$ cat src/rtl/if_stage_if.sv
// Instruction-memory request/response channel between the fetch stage (master)
// and instruction memory (slave).
interface if_stage_if #(
  parameter int WORD_WIDTH = 32
);
  logic                  mem_req;
  logic [WORD_WIDTH-1:0] mem_addr;
  logic                  mem_ack;
  logic [WORD_WIDTH-1:0] mem_rdata;

  modport master (
    output mem_req,
    output mem_addr,
    input  mem_ack,
    input  mem_rdata
  );

  modport slave (
    input  mem_req,
    input  mem_addr,
    output mem_ack,
    output mem_rdata
  );
endinterface

$ cat src/rtl/if_stage.sv
// Instruction fetch stage: issues word fetches, absorbs memory latency,
// decode stalls and execute redirects, and feeds the IF pipeline register.
//
// state | meaning
// FETCH | request outstanding at pc; waiting for mem_ack
// HOLD  | fetched word parked in hold_* while decode is frozen; no memory traffic
module if_stage #(
  parameter int                    WORD_WIDTH = 32,
  parameter logic [WORD_WIDTH-1:0] RESET_PC   = 32'h0000_0000
) (
  input  logic                  clk,
  input  logic                  rst,
  input  logic                  freeze,
  input  logic                  branch_taken,
  input  logic [WORD_WIDTH-1:0] branch_addr,
  if_stage_if.master            bus,
  output logic [WORD_WIDTH-1:0] pc_out,
  output logic [WORD_WIDTH-1:0] instruction_out,
  output logic                  fetch_stall
);

  typedef enum logic {
    FETCH = 1'b0,
    HOLD  = 1'b1
  } state_t;

  state_t                state, state_n;
  logic [WORD_WIDTH-1:0] pc, pc_n;
  logic [WORD_WIDTH-1:0] hold_instr, hold_instr_n;
  logic [WORD_WIDTH-1:0] hold_pc4, hold_pc4_n;
  logic                  redirect_pend, redirect_pend_n;
  logic [WORD_WIDTH-1:0] redirect_addr, redirect_addr_n;

  logic [WORD_WIDTH-1:0] pc4;
  logic [WORD_WIDTH-1:0] branch_aligned;
  logic [WORD_WIDTH-1:0] reset_pc_aligned;
  logic                  req_c;
  logic                  stall_c;
  logic [WORD_WIDTH-1:0] instr_c;
  logic [WORD_WIDTH-1:0] pc_out_c;
  logic                  unused_branch_lsbs;

  assign pc4                = pc + WORD_WIDTH'(4);
  assign branch_aligned     = {branch_addr[WORD_WIDTH-1:2], 2'b00};
  assign reset_pc_aligned   = {RESET_PC[WORD_WIDTH-1:2], 2'b00};
  assign unused_branch_lsbs = ^branch_addr[1:0];

  always_ff @(posedge clk or posedge rst) begin
    if (rst) begin
      state         <= FETCH;
      pc            <= reset_pc_aligned;
      hold_instr    <= '0;
      hold_pc4      <= '0;
      redirect_pend <= 1'b0;
      redirect_addr <= '0;
    end else begin
      state         <= state_n;
      pc            <= pc_n;
      hold_instr    <= hold_instr_n;
      hold_pc4      <= hold_pc4_n;
      redirect_pend <= redirect_pend_n;
      redirect_addr <= redirect_addr_n;
    end
  end

  always_comb begin
    state_n         = state;
    pc_n            = pc;
    hold_instr_n    = hold_instr;
    hold_pc4_n      = hold_pc4;
    redirect_pend_n = redirect_pend;
    redirect_addr_n = redirect_addr;
    req_c           = 1'b0;
    stall_c         = 1'b0;
    instr_c         = '0;
    pc_out_c        = '0;

    case (state)
      FETCH: begin
        req_c = 1'b1;
        if (!bus.mem_ack) begin
          // The request address must not move while outstanding, so a
          // redirect arriving now is parked until the response returns.
          stall_c = 1'b1;
          if (branch_taken) begin
            redirect_pend_n = 1'b1;
            redirect_addr_n = branch_aligned;
          end
        end else if (branch_taken) begin
          // A branch in the ack cycle is the newest redirect and wins.
          pc_n            = branch_aligned;
          redirect_pend_n = 1'b0;
        end else if (redirect_pend) begin
          pc_n            = redirect_addr;
          redirect_pend_n = 1'b0;
        end else begin
          instr_c  = bus.mem_rdata;
          pc_out_c = pc4;
          if (freeze) begin
            hold_instr_n = bus.mem_rdata;
            hold_pc4_n   = pc4;
            state_n      = HOLD;
          end else begin
            pc_n = pc4;
          end
        end
      end

      HOLD: begin
        if (branch_taken) begin
          pc_n    = branch_aligned;
          state_n = FETCH;
        end else begin
          instr_c  = hold_instr;
          pc_out_c = hold_pc4;
          if (!freeze) begin
            pc_n    = pc4;
            state_n = FETCH;
          end
        end
      end

      default: state_n = FETCH;
    endcase
  end

  // Reset forces a quiet bus and a bubble into the IF register immediately.
  assign bus.mem_req     = req_c & ~rst;
  assign bus.mem_addr    = pc;
  assign fetch_stall     = stall_c & ~rst;
  assign instruction_out = rst ? '0 : instr_c;
  assign pc_out          = rst ? '0 : pc_out_c;

endmodule

$ cat src/flat_wrapper.sv
// flat-port wrapper written by rule: the top's interface ports become plain ports
module if_stage_flat 
#(
  parameter int                    WORD_WIDTH = 32,
  parameter logic [WORD_WIDTH-1:0] RESET_PC   = 32'h0000_0000
)
  (clk, rst, freeze, branch_taken, branch_addr, pc_out, instruction_out, fetch_stall, bus_mem_req, bus_mem_addr, bus_mem_ack, bus_mem_rdata);
  if_stage_if #(.WORD_WIDTH(WORD_WIDTH)) bus_i ();
  input  logic clk;
  input  logic rst;
  input  logic freeze;
  input  logic branch_taken;
  input  logic [WORD_WIDTH-1:0] branch_addr;
  output logic [WORD_WIDTH-1:0] pc_out;
  output logic [WORD_WIDTH-1:0] instruction_out;
  output logic fetch_stall;
  output wire logic [$bits(bus_i.mem_req)-1:0] bus_mem_req;
  output wire logic [$bits(bus_i.mem_addr)-1:0] bus_mem_addr;
  input wire logic [$bits(bus_i.mem_ack)-1:0] bus_mem_ack;
  input wire logic [$bits(bus_i.mem_rdata)-1:0] bus_mem_rdata;
  assign bus_mem_req = bus_i.mem_req;
  assign bus_mem_addr = bus_i.mem_addr;
  assign bus_i.mem_ack = bus_mem_ack;
  assign bus_i.mem_rdata = bus_mem_rdata;
  if_stage #(.WORD_WIDTH(WORD_WIDTH), .RESET_PC(RESET_PC)) u_core (.clk(clk), .rst(rst), .freeze(freeze), .branch_taken(branch_taken), .branch_addr(branch_addr), .bus(bus_i), .pc_out(pc_out), .instruction_out(instruction_out), .fetch_stall(fetch_stall));
endmodule
$ cat config.mk
export PLATFORM = sky130hd
export DESIGN_NAME = if_stage_flat
export DESIGN_NICKNAME = d
export VERILOG_FILES = /design/src/rtl/if_stage_if.sv /design/src/rtl/if_stage.sv /design/src/flat_wrapper.sv
export SDC_FILE = /design/constraint.sdc
export NUM_CORES = 1
export LEC_CHECK = 0
export CORE_MARGIN = 2
export CORE_UTILIZATION = 50
export DETAILED_ROUTE_END_ITERATION = 7
export GPL_TIMING_DRIVEN = 1
export PLACE_DENSITY_LB_ADDON = 0.1
export SYNTH_ARGS = -nofsm -noshare
export SYNTH_HDL_FRONTEND = slang
export SYNTH_SLANG_ARGS = --single-unit
$ cat constraint.sdc
create_clock -name clk -period 8.1 [get_ports clk]
set_clock_uncertainty 0.05 [all_clocks]
set_input_delay 1.62 -clock clk [delete_from_list [all_inputs] [get_ports clk]]
set_output_delay 1.62 -clock clk [all_outputs]
set_load 0.02 [all_outputs]
==> flow_metrics.env, run 1 <==
export IMPL_comb_power_share_pct=24.2
export IMPL_ys_flop_type="dfrtp_1"
export IMPL_ys_warn_count=0
export IMPL_num_vias=6994
export IMPL_dpl_worst_slack_ns=2.06
export IMPL_post_cts_setup_buffers=0
export IMPL_endpoint_kind="primary output"
export IMPL_grt_pass1_wl_mm=33.7
export IMPL_tns_ns=0
export IMPL_p_switching_uw=682
export IMPL_critPathRequiredTime_ns=6.43
export IMPL_leakagePower_uw=0.00394
export IMPL_syn_to_final_growth_pct=30.6
export IMPL_critical_path_class="primary input to primary output"
export IMPL_synth_mux_area_share_pct=6.22
export IMPL_cts_tree="yes"
export IMPL_ys_seq_area_share_pct=42.3
export IMPL_num_rows=44
export IMPL_initial_core_util_pct=50.9
export IMPL_path_clk_slew_ns=0.05
export IMPL_power_density_mw_per_mm2=228
export IMPL_cts_resized=0
export IMPL_worst_path_max_fanout=43
export IMPL_setup_viol=0
export IMPL_startpoint_type="primary input"
export IMPL_ir_drop_uv=130
export IMPL_fillers=1209
export IMPL_drt_first_pass_iters=5
export IMPL_place_gp_congestion=0.863
export IMPL_ys_ff_latch=124
export IMPL_clk_latency_ns=0.42
export IMPL_die_w_um=125
export IMPL_placed_area_mm2=0.00898
export IMPL_cts_root_buf="clkbuf_16"
export IMPL_fin_ws_ns=2.08
export IMPL_synth_edff_count=0
export IMPL_fin_crit_sh_pct=74.3
export IMPL_grtUsageTotal_pct=26.7
export IMPL_drtAntennaViolNets=0
export IMPL_syn_inst=885
export IMPL_drive_gt1_share_pct=10.0
export IMPL_maxCapViolations=0
export IMPL_power_frac_clock_pct=35.4
export IMPL_cts_sinks=124
export IMPL_post_dp_hpwl_mm=13.9
export IMPL_register_area_mm2=0.00310
export IMPL_swShare_pct=31.2
export IMPL_worst_pin_slew_ns=1.05
export IMPL_grt_pass1_vias=6307
export IMPL_finalPower_uw=2190
export IMPL_yosys_area_share_adder_pct=0.170
export IMPL_ctsHoldBuffers=0
export IMPL_antenna_found_initial=0
export IMPL_overflow=0
export IMPL_cts_buffers=17
export IMPL_syn_cell_area_mm2=0.00734
export IMPL_multi_input_area_mm2=0.00391
export IMPL_finalWirelength_mm=20.9
export IMPL_max_freq_ghz=0.166
export IMPL_dieHeight_um=125
export IMPL_stdcell_area_mm2=0.00959
export IMPL_report_final_slew_viol_count=0
export IMPL_h_tree_depth=4
export IMPL_period_needed_ns=6.02
export IMPL_cp_data_arrival_time_ns=4.35
export IMPL_wire_per_inst_um=17.4
export IMPL_synth_simple_area_share_pct=24.9
export IMPL_n_antenna_cell=0
export IMPL_synth_top_family_by_area="simple AND/OR/NAND/NOR gates"
export IMPL_cell_internal_pwr_uw=1510
export IMPL_rsz0062_at_grt="false"
export IMPL_synth_top_area_share_pct=42.3
export IMPL_slew_headroom_pct=29.9
export IMPL_synth_area_leader_cell="dfrtp_1"
export IMPL_synth_xor_area_share_pct=4.18
export IMPL_viasPerCell=5.82
export IMPL_hold_viol=0
export IMPL_async_flop_share_pct=100
export IMPL_ys_types=60
export IMPL_synth_area_leaders="dfrtp_1 (42%), nand2_1 (9.6%), mux2_2 (5.7%)"
export IMPL_core_area_mm2=0.0144
export IMPL_drc=0
export IMPL_dieArea_mm2=0.0157
export IMPL_synth_compound_area_share_pct=17.4
export IMPL_synth_avg_cell_area_um2=8.30
export IMPL_port_buffers=160
export IMPL_grt_max_degree=74
export IMPL_status="complete, no violations"
export IMPL_hold_path_class="flip-flop to flip-flop"
export IMPL_whs_ns=0.423
export IMPL_ios=167
export IMPL_nets=1075
export IMPL_drt_iter0_drc=643
export IMPL_clockBufferDepth=2
export IMPL_pwr_share_seq_pct=40.3
state kept, by name, summed over array words and instances, names as in the netlist:
name,flops
u_core.hold_instr,32
u_core.bus.mem_addr,30
u_core.hold_pc4,30
u_core.redirect_addr,30
u_core.redirect_pend,1
u_core.state,1
cells in the mapped netlist, drive strengths merged, types with 6 or more instances:
cell	n
dfrtp	124
o21a	8
nand4	12
nor4	11
o211ai	7
inv	9
a21oi	53
nor2	101
a22oi	41
buf	28
nand3	25
and3	14
a211oi	14
nand2	187
clkbuf	47
mux2	37
xor2	17
o21ai	48
nor3	18
xnor2	18
nand2b	6
cell families after synthesis:
kind of cell             after synthesis
AO/OA/AOI/OAI                        200
XOR/XNOR                              35
adder cells (fa/ha/maj)                1
buffers and inverters                 85
flip-flops                           124
multiplexers                          41
other                                  1
AND/OR/NAND/NOR                      398
critical path, stage by stage:
cell	delay (ns)
clkdlybuf4s50_1	0.74
nand2b_1	0.20
nor2_4	0.82
a22oi_1	0.19
nor2_1	0.15
clkdlybuf4s50_1	0.61
placed cells by master (no fill, tap or decap), drive strengths merged, types with 17 or more instances in the layout:
cell	count
a21oi	53
a22oi	41
clkbuf	27
clkdlybuf4s50	159
dfrtp	124
mux2	37
nand2	187
nand3	25
nor2	101
nor3	18
o21ai	48
xnor2	18
xor2	17
metal layers:
layer  wire length, um  GRT usage [%]  vias up  share of wire [%]
li1                  -              -     3323                  -
met2              9530           40.4      320                 46
met1              9270           38.2     3309                 44
met4               495           10.6        0                2.4
met3              1580           5.09       42                7.6
met5                 0              0        -                  0
final cells by class:
class,instances,share of cell area (%)
Timing Repair Buffer,173,17.7
Clock inverter,5,0.809
Sequential cell,124,32.4
Tap cell,184,2.40
Multi-Input combinational cell,679,40.8
Clock buffer,27,5.56
Inverter,10,0.417
through the flow:
step / util, % / cells
floorplan: - / 888
global placement: 62.3 / 1170
detailed placement: 62.3 / 1170
CTS: 66.5 / 1202
global route: 66.5 / 1202
finish: 66.5 / 1202
worst paths after layout:
path	startpoint	to	slack, ns	cells past startpoint
worst max-delay path	bus_mem_ack	instruction_out[11]	2.08	6
max in group asynchronous	rst	u_core.state$_DFF_PP0_	5.40	3
worst max register to register	u_core.redirect_pend$_DFFE_PP0P_	u_core.hold_pc4[26]$_DFFE_PP0P_	4.91	5
worst min-delay path	u_core.hold_pc4[6]$_DFFE_PP0P_	u_core.hold_pc4[6]$_DFFE_PP0P_	0.42	2
min in group asynchronous	rst	u_core.hold_pc4[17]$_DFFE_PP0P_	1.87	3
worst min register to register	u_core.hold_pc4[6]$_DFFE_PP0P_	u_core.hold_pc4[6]$_DFFE_PP0P_	0.42	2
power by group through the flow:
stage,clock network (uW),logic (uW),registers [uW]
after detailed placement,0,529,888
final,775,530,882
after global placement,0,520,882
after floorplan,0,332,872
after global routing,814,585,898
after CTS,786,532,878
Power figures use the tool's default switching activity.
==> run 2, diff against run 1 <==
- clock period: 8.1 -> 5.9 ns (I/O delays scaled with it)
==> run 2 against run 1 <==
First-iteration DRC count shrank 10%; die area stayed put; combinational power up 38%; power up 40%; setup slack worse by 1.0 ns; cell area increased by 0.70%; via count decreased by 0.10%; critical path type unchanged; highest routed layer unchanged.
==> flow_metrics.env, run 2 (synthesis gave the netlist of run 1 again) <==
export IMPL_worst_pin_slew_ns=0.928
export IMPL_fillers=1255
export IMPL_cts_buffers=17
export IMPL_syn_to_final_growth_pct=31.6
export IMPL_overflow=0
export IMPL_cts_root_buf="clkbuf_16"
export IMPL_final_common_cell="nand2_1"
export IMPL_max_freq_ghz=0.207
export IMPL_rsz0062_at_grt="false"
export IMPL_initial_core_util_pct=50.9
export IMPL_fin_crit_sh_pct=81.9
export IMPL_antenna_found_initial=0
export IMPL_drc=0
export IMPL_h_tree_depth=4
export IMPL_cp_startpoint="bus_mem_ack"
export IMPL_maxCapViolations=0
export IMPL_dieArea_mm2=0.0157
export IMPL_drive_gt1_share_pct=10.4
export IMPL_grtUsageTotal_pct=26.8
export IMPL_ios=167
export IMPL_leakagePower_uw=0.00398
export IMPL_wire_per_inst_um=17.4
export IMPL_critPathRequiredTime_ns=4.67
export IMPL_clockBufferDepth=2
export IMPL_timing_rr_end="u_core.hold_instr[31]$_DFFE_PP0P_"
export IMPL_grt_pass1_vias=6464
export IMPL_endpoint="instruction_out[23]"
export IMPL_ir_drop_uv=197
export IMPL_use_met1_pct=37.6
export IMPL_use_met3_pct=6.59
export IMPL_port_buffers=160
export IMPL_power_density_mw_per_mm2=318
export IMPL_drt_first_pass_iters=5
export IMPL_num_vias=6987
export IMPL_place_gp_congestion=0.849
export IMPL_r2r_slack_ns=3.12
export IMPL_viasPerCell=5.79
export IMPL_hold_viol=0
export IMPL_finalPower_uw=3070
export IMPL_period_needed_ns=4.83
export IMPL_drt_iter0_drc=579
export IMPL_tns_ns=0
export IMPL_ctsHoldBuffers=0
export IMPL_cp_data_arrival_time_ns=3.60
export IMPL_path_clk_slew_ns=0.05
export IMPL_drtAntennaViolNets=0
export IMPL_worst_path_max_fanout=17
export IMPL_top_usage_layer="met2"
export IMPL_finalWirelength_mm=21.0
export IMPL_cts_sinks=124
export IMPL_endpoint_kind="primary output"
export IMPL_grt_pass1_wl_mm=34.1
export IMPL_report_final_slew_viol_count=0
export IMPL_largest_register_ffs=32
export IMPL_setup_viol=0
export IMPL_slew_headroom_pct=38.2
export IMPL_grt_use_met2_pct=40.8
export IMPL_dieHeight_um=125
export IMPL_n_antenna_cell=0
export IMPL_grt_max_degree=73
export IMPL_hold_path_class="flip-flop to flip-flop"
export IMPL_critical_path_class="primary input to primary output"
export IMPL_die_w_um=125
export IMPL_startpoint_type="primary input"
export IMPL_reg2reg_depth=7
export IMPL_status="complete, no violations"
export IMPL_r2r_start="u_core.redirect_pend$_DFFE_PP0P_"
export IMPL_nets=1080
export IMPL_num_rows=44
export IMPL_cts_tree="yes"
export IMPL_regMostFlops="u_core.hold_instr"
export IMPL_post_cts_setup_buffers=0
export IMPL_final_cell_mix="nand2_1 (187), clkdlybuf4s50_1 (159), dfrtp_1 (123)"
export IMPL_cts_resized=0
export IMPL_core_area_mm2=0.0144
export IMPL_whs_ns=0.423
export IMPL_post_dp_hpwl_mm=14.2
export IMPL_clk_latency_ns=0.43
==> run 2: cell count changes in the layout (fill, tap and decap cells not counted), sizes merged <==
| cell | change |
|---|---|
| bufinv | +2 |
| clkbuf | -1 |
| buf | +5 |
| inv | -1 |
==> run 2: how the worst min path moves through the flow <==
stage | cells past startpoint | start | to | slack (ns)
floorplan | 2 | u_core.hold_instr[0]$_DFFE_PP0P_ | u_core.hold_instr[0]$_DFFE_PP0P_ | 0.40
global placement | 2 | u_core.hold_instr[4]$_DFFE_PP0P_ | u_core.hold_instr[4]$_DFFE_PP0P_ | 0.41
global route | 2 | u_core.hold_instr[10]$_DFFE_PP0P_ | u_core.hold_instr[10]$_DFFE_PP0P_ | 0.45
CTS | 2 | u_core.hold_pc4[6]$_DFFE_PP0P_ | u_core.hold_pc4[6]$_DFFE_PP0P_ | 0.43
finish | 2 | u_core.hold_instr[27]$_DFFE_PP0P_ | u_core.hold_instr[27]$_DFFE_PP0P_ | 0.42
detailed placement | 2 | u_core.hold_pc4[6]$_DFFE_PP0P_ | u_core.hold_pc4[6]$_DFFE_PP0P_ | 0.41
==> run 2: cell type report <==
cell class | count | area, um^2 | area share [%]
repair buffers | 178 | 1730 | 17.9
clock buffers | 26 | 509 | 5.27
well taps | 184 | 230 | 2.38
flip-flops and latches | 124 | 3100 | 32.1
inverters | 10 | 41.3 | 0.427
multi-input cells | 679 | 3910 | 40.5
clock inverters | 6 | 130 | 1.35
==> run 2: where the power goes <==
group / internal [uW] / switching [uW]
Clock: 762 / 367
Combinational: 334 / 398
Sequential: 1040 / 175
Total: 2130 / 940
==> run 2: per-layer routing <==
metal | share of wire [%] | vias to the layer above
li1 | - | 3339
met2 | 46 | 291
met4 | 2.1 | 0
met3 | 7.7 | 30
met5 | 0 | -
met1 | 44 | 3327
==> run 2: stage by stage <==
stage / cells / utilization [%] / instance area, um^2 / setup slack [ns]
2_1_floorplan: 888 / - / 7360 / 0.615
3_3_place_gp: 1175 / 62.5 / 9020 / 1.11
3_5_place_dp: 1175 / 62.5 / 9020 / 1.06
4_1_cts: 1207 / 67.0 / 9660 / 1.04
5_1_grt: 1207 / 67.0 / 9660 / 0.859
6_report: 1207 / 67.0 / 9660 / 1.07
==> run 2: critical path: stages <==
cell and delay [ns]:
clkdlybuf4s50_1 0.68, nand2b_1 0.18, nor2_4 0.42, buf_4 0.31, a22oi_1 0.09, nor2_1 0.12, clkdlybuf4s50_1 0.61
==> run 3, diff against run 2 <==
- clock period: 5.9 -> 4.6 ns (I/O delays scaled with it)
==> run 3 against run 2 <==
Hold slack better by 0.0013 ns; first-iteration DRC count is 8.5% higher; register-to-register slack worse by 0.96 ns; cell count about the same; power increased by 29%; sequential power grew 28%; clock-buffer cell count fell by 1; via count is 0.11% higher.
==> flow_metrics.env, run 3 (synthesis gave the netlist of run 1 again) <==
export IMPL_status="complete, no violations"
export IMPL_fin_crit_sh_pct=96.8
export IMPL_dieArea_mm2=0.0157
export IMPL_ir_drop_uv=237
export IMPL_hold_path_class="flip-flop to flip-flop"
export IMPL_finalWirelength_mm=20.9
export IMPL_drc=0
export IMPL_drt_first_pass_iters=5
export IMPL_viasPerCell=5.80
export IMPL_core_area_mm2=0.0144
export IMPL_worst_pin_slew_ns=1.01
export IMPL_nets=1080
export IMPL_h_tree_depth=4
export IMPL_report_final_slew_viol_count=0
export IMPL_cts_buffers=17
export IMPL_syn_to_final_growth_pct=32.0
export IMPL_cts_sinks=124
export IMPL_swShare_pct=30.5
export IMPL_comb_power_share_pct=23.8
export IMPL_critPathRequiredTime_ns=3.63
export IMPL_crit_top_cell="clkdlybuf4s50_1"
export IMPL_dpl_worst_slack_ns=0.160
export IMPL_ctsHoldBuffers=0
export IMPL_grtUsageTotal_pct=27.0
export IMPL_port_buffers=160
export IMPL_cts_resized=0
export IMPL_clockBufferDepth=2
export IMPL_slew_headroom_pct=32.4
export IMPL_leakagePower_uw=0.00399
export IMPL_maxCapViolations=0
export IMPL_clk_latency_ns=0.42
export IMPL_die_w_um=125
export IMPL_power_density_mw_per_mm2=408
export IMPL_power_frac_clock_pct=37.0
export IMPL_post_dp_hpwl_mm=13.8
export IMPL_rsz0062_at_grt="false"
export IMPL_critical_path_class="primary input to primary output"
export IMPL_pwr_share_seq_pct=39.2
export IMPL_overflow=0
export IMPL_startpoint_type="primary input"
export IMPL_dieHeight_um=125
export IMPL_period_needed_ns=4.45
export IMPL_initial_core_util_pct=50.9
export IMPL_fin_util_pct=67.2
export IMPL_drtAntennaViolNets=0
export IMPL_drt_iter0_drc=628
export IMPL_place_gp_congestion=0.864
export IMPL_fin_ws_ns=0.146
export IMPL_grt_pass1_wl_mm=34.1
export IMPL_p_switching_uw=1210
export IMPL_post_cts_setup_buffers=0
export IMPL_grt_max_degree=75
export IMPL_num_rows=44
export IMPL_grt_pass1_vias=6330
export IMPL_setup_viol=0
export IMPL_final_cell_mix="nand2_1 (187), clkdlybuf4s50_1 (159), dfrtp_1 (123)"
export IMPL_largest_register_ffs=32
export IMPL_drive_gt1_share_pct=10.5
export IMPL_max_freq_ghz=0.225
export IMPL_cp_data_arrival_time_ns=3.48
export IMPL_path_clk_slew_ns=0.05
export IMPL_cell_internal_pwr_uw=2750
export IMPL_critical_path_cell_chain="clkdlybuf4s50_1 > nor3b_1 > nor2_1 > nor4_1 > mux2_2 > a41o_1 > clkdlybuf4s50_1"
export IMPL_critPathSlowestCell="nor2_1"
export IMPL_antenna_found_initial=0
export IMPL_final_common_cell="nand2_1"
export IMPL_ios=167
export IMPL_wire_per_inst_um=17.3
export IMPL_hold_viol=0
export IMPL_worst_path_max_fanout=15
export IMPL_max_stage_delay_ns=0.78
export IMPL_cts_root_buf="clkbuf_16"
export IMPL_regMostFlops="u_core.hold_instr"
export IMPL_critPathBufInv=2
export IMPL_n_antenna_cell=0
export IMPL_endpoint_kind="primary output"
export IMPL_path_delay_family="simple AND/OR/NAND/NOR gates"
export IMPL_num_vias=6995
export IMPL_cts_tree="yes"
-- run 3: cell count changes in the layout (fill, tap and decap cells not counted), sizes merged --
| cell | change |
|---|---|
| clkbuf | -1 |
-- run 3: cell type report --
class | instances | area, um^2
clock buffers | 25 | 515
multi-input cells | 679 | 3910
well taps | 184 | 230
clock inverters | 6 | 130
fillers | 1230 | 4730
flip-flops and latches | 124 | 3100
repair buffers | 178 | 1760
inverters | 10 | 41.3
-- run 3: per-stage QoR --
stage	hold slack [ns]	power, uW	area [um^2]	setup TNS [ns]	cells
after floorplan	0.396	2120	7360	-0.165	888
after global placement	0.408	2470	9040	0	1175
after detailed placement	0.413	2500	9040	0	1175
after CTS	0.427	3970	9690	0	1206
after global routing	0.442	4160	9690	0	1206
final	0.424	3960	9690	0	1206
-- run 3: worst paths after layout --
path	from	to	slack, ns	depth (start not counted)
worst min-delay path	u_core.hold_instr[0]$_DFFE_PP0P_	u_core.hold_instr[0]$_DFFE_PP0P_	0.42	2
min in group asynchronous	rst	u_core.hold_instr[16]$_DFFE_PP0P_	1.20	3
max in group asynchronous	rst	u_core.state$_DFF_PP0_	2.52	3
worst max register to register	u_core.state$_DFF_PP0_	u_core.bus.mem_addr[28]$_DFFE_PP0P_	2.16	6
worst max-delay path	bus_mem_ack	pc_out[25]	0.15	7
worst min register to register	u_core.hold_instr[0]$_DFFE_PP0P_	u_core.hold_instr[0]$_DFFE_PP0P_	0.42	2
-- run 3: power groups by stage --
stage	registers (uW)	logic (uW)	clock network [uW]
2_1_floorplan	1540	585	0
3_3_place_gp	1550	923	0
3_5_place_dp	1560	938	0
4_1_cts	1550	945	1480
5_1_grt	1580	1040	1540
6_report	1550	941	1460
-- run 3: tightest hold or removal path, cell delays in order, from the launching register on --
cell	delay, ns
dfrtp_1	0.34
nand2_1	0.05
nand2_1	0.05
-- run 3: per-layer routing --
metal  global-route usage [%]  share of wire (%)  vias up
met3                     5.56                7.0       40
met2                     40.9                 46      296
li1                         -                  -     3336
met5                        0                  0        -
met1                     38.8                 45     3323
met4                     9.61                2.2        0
